**config.mk**
```make
export PLATFORM = sky130hd
export DESIGN_NAME = alu_cmd_issuer
export DESIGN_NICKNAME = d
export VERILOG_FILES = /design/src/rtl/alu_cmd_issuer.sv
export SDC_FILE = /design/constraint.sdc
export NUM_CORES = 1
export LEC_CHECK = 0
export ABC_AREA = 1
export CAP_MARGIN = 20
export CORE_MARGIN = 2
export CORE_UTILIZATION = 45
export CTS_CLUSTER_DIAMETER = 80
export DETAILED_ROUTE_END_ITERATION = 7
export GPL_TIMING_DRIVEN = 0
export HOLD_SLACK_MARGIN = 0.06
export PLACE_DENSITY_LB_ADDON = 0.25
export RECOVER_POWER = 25
export SLEW_MARGIN = 20
export SYNTH_ARGS = -nofsm -noshare
export SYNTH_HDL_FRONTEND = slang
export SYNTH_SLANG_ARGS = --single-unit
```
**constraint.sdc**
```tcl
create_clock -name clk -period 3.9 [get_ports clk]
set_input_delay 0.78 -clock clk [delete_from_list [all_inputs] [get_ports clk]]
set_output_delay 0.78 -clock clk [all_outputs]
set_load 0.05 [all_outputs]
```
**src/rtl/alu_cmd_issuer.sv**
```systemverilog
// alu_cmd_issuer
// Command initiator for the 8-bit combinational ALU. Commands (a, b, opcode)
// are buffered in a small FIFO and issued one at a time onto the ALU inputs.
// After a programmable settle time, the ALU result and flags are captured,
// sanitized per opcode, and returned on a valid/ready response channel.
// Compare commands get one extra cycle with alu_control=7 first. That cycle
// clears the ALU's sticky flags so the compare result is not polluted.
//
// Ports:
//   clk, rst                  rising-edge clock, async active-high reset
//   cmd_valid/cmd_ready       command handshake (cmd_ready = !full)
//   cmd_a, cmd_b, cmd_op      command operands and opcode
//   alu_a, alu_b, alu_control registered drive into the ALU
//   alu_c, alu_borrow, alu_carry, alu_equal, alu_less, alu_more
//                             ALU result and flags
//   rsp_valid/rsp_ready       response handshake
//   rsp_c, rsp_flags, rsp_op, rsp_err
//                             captured response; flags = {borrow,carry,equal,less,more}
//   done_cnt                  completed responses, wraps at 256
module alu_cmd_issuer #(
   parameter int DEPTH         = 4,
   parameter int SETTLE_CYCLES = 1
) (
   input  logic       clk,
   input  logic       rst,
   input  logic       cmd_valid,
   output logic       cmd_ready,
   input  logic [7:0] cmd_a,
   input  logic [7:0] cmd_b,
   input  logic [2:0] cmd_op,
   output logic [7:0] alu_a,
   output logic [7:0] alu_b,
   output logic [2:0] alu_control,
   input  logic [7:0] alu_c,
   input  logic       alu_borrow,
   input  logic       alu_carry,
   input  logic       alu_equal,
   input  logic       alu_less,
   input  logic       alu_more,
   output logic       rsp_valid,
   input  logic       rsp_ready,
   output logic [7:0] rsp_c,
   output logic [4:0] rsp_flags,
   output logic [2:0] rsp_op,
   output logic       rsp_err,
   output logic [7:0] done_cnt
);

   localparam int AW = $clog2(DEPTH);
   localparam int CW = $clog2(SETTLE_CYCLES + 1);

   typedef enum logic [1:0] {IDLE, CLR, SETTLE, HOLD} state_t;

   logic [18:0]   fifo_mem [DEPTH];
   logic [AW:0]   wr_ptr;
   logic [AW:0]   rd_ptr;
   logic          full;
   logic          empty;
   logic          push;
   logic          pop;
   logic [7:0]    head_a;
   logic [7:0]    head_b;
   logic [2:0]    head_op;
   state_t        state_q;
   state_t        state_d;
   logic [CW-1:0] settle_cnt;
   logic          settle_done;
   logic [2:0]    op_q;
   logic          capture;
   logic          handshake;
   logic [7:0]    cap_c;
   logic [4:0]    cap_flags;
   logic          cap_err;

   // Pointers carry one extra wrap bit: equal pointers mean empty, and
   // pointers differing only in the wrap bit mean full.
   assign empty       = (wr_ptr == rd_ptr);
   assign full        = (wr_ptr[AW] != rd_ptr[AW]) && (wr_ptr[AW-1:0] == rd_ptr[AW-1:0]);
   assign cmd_ready   = !full && !rst;
   assign push        = cmd_valid && cmd_ready;
   assign {head_a, head_b, head_op} = fifo_mem[rd_ptr[AW-1:0]];
   assign settle_done = (settle_cnt == CW'(SETTLE_CYCLES - 1));

   // FIFO storage; contents need no reset because the pointers gate reads.
   always_ff @(posedge clk) begin
      if (push) begin
         fifo_mem[wr_ptr[AW-1:0]] <= {cmd_a, cmd_b, cmd_op};
      end
   end

   // FIFO pointers advance on push/pop and wrap naturally through the extra bit.
   always_ff @(posedge clk or posedge rst) begin
      if (rst) begin
         wr_ptr <= '0;
         rd_ptr <= '0;
      end else begin
         if (push) wr_ptr <= wr_ptr + 1'b1;
         if (pop)  rd_ptr <= rd_ptr + 1'b1;
      end
   end

   // FSM state register.
   always_ff @(posedge clk or posedge rst) begin
      if (rst) state_q <= IDLE;
      else     state_q <= state_d;
   end

   // Next-state logic. A pop always starts a new command, either from IDLE
   // or straight out of HOLD on the handshake edge. A compare goes through
   // CLR first; all other ops go directly to SETTLE.
   always_comb begin
      state_d   = state_q;
      pop       = 1'b0;
      capture   = 1'b0;
      handshake = 1'b0;
      case (state_q)
         IDLE: begin
            if (!empty) begin
               pop     = 1'b1;
               state_d = (head_op == 3'd6) ? CLR : SETTLE;
            end
         end
         CLR: begin
            state_d = SETTLE;
         end
         SETTLE: begin
            if (settle_done) begin
               capture = 1'b1;
               state_d = HOLD;
            end
         end
         HOLD: begin
            if (rsp_ready) begin
               handshake = 1'b1;
               if (!empty) begin
                  pop     = 1'b1;
                  state_d = (head_op == 3'd6) ? CLR : SETTLE;
               end else begin
                  state_d = IDLE;
               end
            end
         end
         default: state_d = IDLE;
      endcase
   end

   // Keep only the flags meaningful for the issued op. Compare and the
   // invalid op return a zero result no matter what the ALU drives.
   always_comb begin
      cap_c     = alu_c;
      cap_flags = 5'b0;
      cap_err   = 1'b0;
      case (op_q)
         3'd0: cap_flags = {1'b0, alu_carry, 3'b000};
         3'd1: cap_flags = {alu_borrow, 4'b0000};
         3'd6: begin
            cap_c     = 8'd0;
            cap_flags = {2'b00, alu_equal, alu_less, alu_more};
         end
         3'd7: begin
            cap_c   = 8'd0;
            cap_err = 1'b1;
         end
         default: cap_flags = 5'b0;
      endcase
   end

   // Datapath. The ALU drive registers load on pop and switch from 7 to 6
   // after the CLR cycle. The response registers load on capture and hold
   // until the handshake. rsp_valid drops on every handshake, so during a
   // back-to-back command it stays low until the new capture.
   always_ff @(posedge clk or posedge rst) begin
      if (rst) begin
         alu_a       <= '0;
         alu_b       <= '0;
         alu_control <= '0;
         op_q        <= '0;
         settle_cnt  <= '0;
         rsp_valid   <= 1'b0;
         rsp_c       <= '0;
         rsp_flags   <= '0;
         rsp_op      <= '0;
         rsp_err     <= 1'b0;
         done_cnt    <= '0;
      end else begin
         if (handshake) begin
            done_cnt  <= done_cnt + 8'd1;
            rsp_valid <= 1'b0;
         end
         if (pop) begin
            alu_a       <= head_a;
            alu_b       <= head_b;
            alu_control <= (head_op == 3'd6) ? 3'd7 : head_op;
            op_q        <= head_op;
            settle_cnt  <= '0;
         end else if (state_q == CLR) begin
            alu_control <= 3'd6;
            settle_cnt  <= '0;
         end else if (state_q == SETTLE && !settle_done) begin
            settle_cnt <= settle_cnt + 1'b1;
         end
         if (capture) begin
            rsp_valid <= 1'b1;
            rsp_c     <= cap_c;
            rsp_flags <= cap_flags;
            rsp_op    <= op_q;
            rsp_err   <= cap_err;
         end
      end
   end

endmodule

```
### Word level (Yosys, flattened, before mapping)

Memory sizes are Yosys's and may differ from the RTL's.
Cells that the tools add are included.

* memory bits (writable): 76
* logic and storage cells: 71
* bits in registers: 57
* memories kept: 1
* output and inout bits: 46
* input bits: 36

Memories
* fifo_mem: depth 4, bits a word 19, read ports 1, clocked after Yosys merged registers in 0, write ports 1, RTL line 54 `logic [18:0] fifo_mem [DEPTH];`

* add/sub/neg operators: 4
* mux-type cells: 26
* eq/ne operators: 13
* reduce and logical (&&, ||, !) cells: 13

Operators with widths (count)
* 5-bit one-hot mux with 3 select lines: 1
* 1-bit 2-to-1 mux: 14
* 2-bit 2-to-1 mux: 5
* 3-bit == test, second input constant: 3
* 3-bit 2-to-1 mux: 3
* 8-bit by 1-bit adder with 8-bit output, second input constant: 1
* 8-bit 2-to-1 mux: 1
* 2-bit one-hot mux with 4 select lines: 1
* 3-bit by 1-bit adder with 3-bit output, second input constant: 2
* 2-bit != test, second input constant: 3
* 2-bit == test, second input constant: 2
* 1-bit logical AND: 4
* 2-bit nonzero test: 2
* 3-bit by 1-bit == test with 1-bit output, second input constant: 1
* 3-bit == test: 1
* 3-bit zero test: 1
* 3-bit AND reduction: 1
* 3-bit nonzero test: 1
* 2-bit by 1-bit == test with 1-bit output, second input constant: 1
* 2-bit == test: 1
* 1-bit zero test: 2
* 2-bit zero test: 1
* 1-bit one-hot mux with 2 select lines: 1
* 2-bit OR reduction: 1
* 2 further kinds: 2

### Logic depth before layout (Yosys ltp)

* word-level depth: 7
* mapped depth: 10
* mapped depth without buffers: 9

### Worst setup path before layout

OpenSTA, ideal clock, no wires.

* kind: in2reg
* start point: input port rst
* end point: memory fifo_mem[0][0], enable pin
* cell stages on the path: 3
* required time: 3505 ps
* arrival: 3333 ps
* library setup time: 395 ps
* buffers on the path: 0
* slack: 172 ps
* path through: inv_1 nand3_2 nor2_1

* word-level cells in the longest chain between the ends: 5

RTL lines
* start: declaration: RTL line 25 `input logic rst,`
* 1-bit zero test (no source line)
* 1-bit logical AND: RTL line 79 `assign cmd_ready = !full && !rst;`
* 1-bit logical AND: RTL line 80 `assign push = cmd_valid && cmd_ready;`
* 1-bit 2-to-1 mux: RTL line 86 `if (push) begin`
* 1-bit 2-to-1 mux (not written as such): RTL line 87 `fifo_mem[wr_ptr[AW-1:0]] <= {cmd_a, cmd_b, cmd_op};`
* end: declaration: RTL line 54

Every way passes these cells.

### Worst setup path in the final report

* start point: input port rst
* end point: output port cmd_ready

* word-level cells in the longest chain between the ends: 2

RTL lines
* 1-bit zero test (no source line)
* 1-bit logical AND: RTL line 79
* end: declaration: RTL line 27 `output logic cmd_ready,`

Every way passes these cells.

==> run summary <==
Worst Reg-to-Reg Cells = 7
Power, Total = 6488 uW
Max clock buf depth = 2
fin area = 7167 um2
leak pwr = 0.003046 uW
routed vias/inst = 4.950
part of the Yosys area used for sequential elements = 68.33%
Root Buffer Master = clkbuf_16
initial antenna violation count = 0
Syn Inst Count = 491
clock buffer count from CTS = 17
HPWL Detailed = 7762 um
most frequent cells in the layout = nand2_1, edfxtp_1, clkdlybuf4s50_1
Rel. slew slack = 55.55%
status = finished clean
register share of total power = 31.5%
min cycle time layout = 3.502 ns
Max VDD drop = 0.3628 mV
delay of the slowest critical-path stage = 0.79 ns
Detailed Routing Iterations Pass 1 = 4
RSZ-0062 raised after global routing = no
met2 WL = 5525 um
Cell variety after synth = 29
final setup margin = 0.3983 ns
later-pin clock latency in the skew report = 0.41 ns
Initial Utilization = 45.57%
CTS Hold Buffers Added = 0
Chip Width = 113.8 um
die height = 113.8 um
sw power = 2586 uW
Slew Limit Fails = 0
Reg2Reg Setup Slack = 1.73 ns
Slowest cell on crit path = clkdlybuf4s50_1
YS warnings = 0
Worst Tran Pin Value = 0.6651 ns
CTS tree = done
Post-Syn Area per Cell = 11.05 um2
Resize count post-CTS = 0
largest net degree at the start of global routing = 52
register area = 3709 um2
row cnt = 40
Buf/Inv on CP = 5
number of global-route vias before repair = 3,765
Via Count = 3,737
DRT iter0 DRCs = 205
Avg WL per Cell = 15.24 um
Area Overhead vs Synth = 32.04%
Clk pwr share = 26.8%
HP Start = alu_a[3]$_DFFE_PP0P_
Worst R2R Start = wr_ptr[0]$_DFFE_PP0P_
metal3 WL = 670 um
final setup vio count = 0
GPL Wtd Cong = 0.7792
Multi-input gate area = 1496 um2
Sw Share = 39.86%
Placeable Area = 11,910 um2
H-tree levels = 4
Fillers = 988
Worst-path clk slew = 0.06 ns
CP Capture Type = primary output
Levels on crit path = 6
Top Metal Used = met4
GR Overflow Total = 0
DRC = 0
all-layer global routing usage = 18.87%
first-pass GRT wire length = 18,640 um
reg2reg end = fifo_mem[2][5]$_DFFE_PP_
Die ar. = 12,960 um2
Final Hold Viols = 0
Cell Pwr Density = 905.2 nW/um2
Hold Path End = alu_a[3]$_DFFE_PP0P_
Nets = 642
Placement Cell Area = 6509 um2
# Post-CTS Setup Buffers = 0
hold path depth = 2
buffers added on ports = 81
crit path max fanout = 51
commonest non-fill, non-tap cell in the layout = nand2_1
Synth Cell Area = 5428 um2
Antenna Nets Post-Route = 0
io pins = 82
DRT met1 WL = 5152 um
Largest delay share family, worst path = buffers and inverters
CP Data Arrival Time = 2.72 ns
final wirelength = 11,500 um
ANT cells = 0
Data required, critical path = 3.12 ns
crit path cell chain = dlygate4sd3_1 -> inv_4 -> buf_16 -> nand2_1 -> inv_1 -> clkdlybuf4s50_1
synthesized flop and latch total = 133
post-place setup slack = 0.4933 ns
Max-cap violations = 0
layout cells sized above 1 = 10.53%
Clock Skew = 0.006199 ns
Hold Path Class = reg2reg
startpoint types = input port
highest clock rate = 285.6 MHz
Comb power frac = 41.7%
Pint = 3902 uW
Tcrit/Tclk final = 89.79%
syn_nets = 538
crit path kind = in2out
clock sink total = 133
==> metrics by stage <==
stage                     utilization, %  hold WS, ns  cells  TNS (ns)
after global placement             53.92       0.4621    719   -122.30
after floorplan                        -       0.4799    491         0
after detailed placement           54.64       0.4636    723         0
after CTS                          60.17       0.4850    755         0
after global routing               60.17       0.5009    755         0
final                              60.17       0.4780    755         0
==> cell usage after synthesis, drive strengths merged <==
master    n  area (um2)
a21oi     7       35.03
a22oi     1       7.510
buf      15       95.09
clkbuf    4       15.01
dfrtp    57        1426
edfxtp   76        2282
ha       11       137.6
inv      34       127.6
nand2   141       546.8
nand3    20       110.1
nand4     3       18.77
nor2     53       206.5
nor3      1       5.000
nor3b     1       12.51
o21a      1       7.510
o21ai    40       200.2
o21bai    1       7.510
o22ai    16       100.1
xnor2     3       26.28
xor2      6       60.06
==> registers in the layout, indices dropped and copies added, names as in the netlist <==
register and cells:
fifo_mem 76, alu_a 8, alu_b 8, done_cnt 8, rsp_c 8, rsp_flags 5, alu_control 3, op_q 3
rd_ptr 3, rsp_op 3, wr_ptr 3, state_q 2, rsp_err 1, rsp_valid 1, settle_cnt 1
==> worst min-delay path: stages (launching register included) <==
cell	delay (ns)
dfrtp_1	0.34
nand2_1	0.05
nand2_1	0.06
==> how the worst max path moves through the flow <==
stage | from | slack, ns | to
global route | rst | 0.29 | cmd_ready
global placement | rst | -1.68 | fifo_mem[3][6]$_DFFE_PP_
CTS | rst | 0.49 | cmd_ready
floorplan | rst | 0.17 | fifo_mem[0][0]$_DFFE_PP_
detailed placement | rst | 0.49 | cmd_ready
finish | rst | 0.40 | cmd_ready
==> power groups by stage <==
| stage | logic [uW] | registers [uW] | clock network, uW |
|---|---|---|---|
| floorplan | 1180 | 2720 | 0 |
| global placement | 2650 | 2060 | 0 |
| detailed placement | 2720 | 2060 | 0 |
| CTS | 2740 | 2050 | 1760 |
| global route | 2950 | 2090 | 1820 |
| finish | 2710 | 2040 | 1740 |
==> layout make-up <==
cell class                      count  share of cell area [%]
Buffer                             19                   1.536
Inverter                           34                   1.816
Multi-Input combinational cell    305                   20.88
Tap cell                          147                   2.566
Clock inverter                      7                   1.955
Timing Repair Buffer               85                   12.27
Clock buffer                       25                   7.228
Sequential cell                   133                   51.75
==> metal layers <==
metal | up-vias | GRT usage, %
li1 | 1846 | -
met1 | 1771 | 24.02
met2 | 108 | 31.34
met3 | 12 | 5.420
met4 | 0 | 6.260
met5 | - | 0
==> cells by family (layout without fill, tap and decap cells) <==
| group | after synthesis | count (layout) | share of synthesized area [%] |
|---|---|---|---|
| fa+ha+maj | 11 | 11 | 2.536 |
| buf+inv | 53 | 170 | 4.380 |
| compound gates | 66 | 66 | 6.593 |
| flops | 133 | 133 | 68.33 |
| simple gates | 219 | 219 | 16.57 |
| xor+xnor | 9 | 9 | 1.591 |
Note: power is estimated with default switching activity, not from simulation.
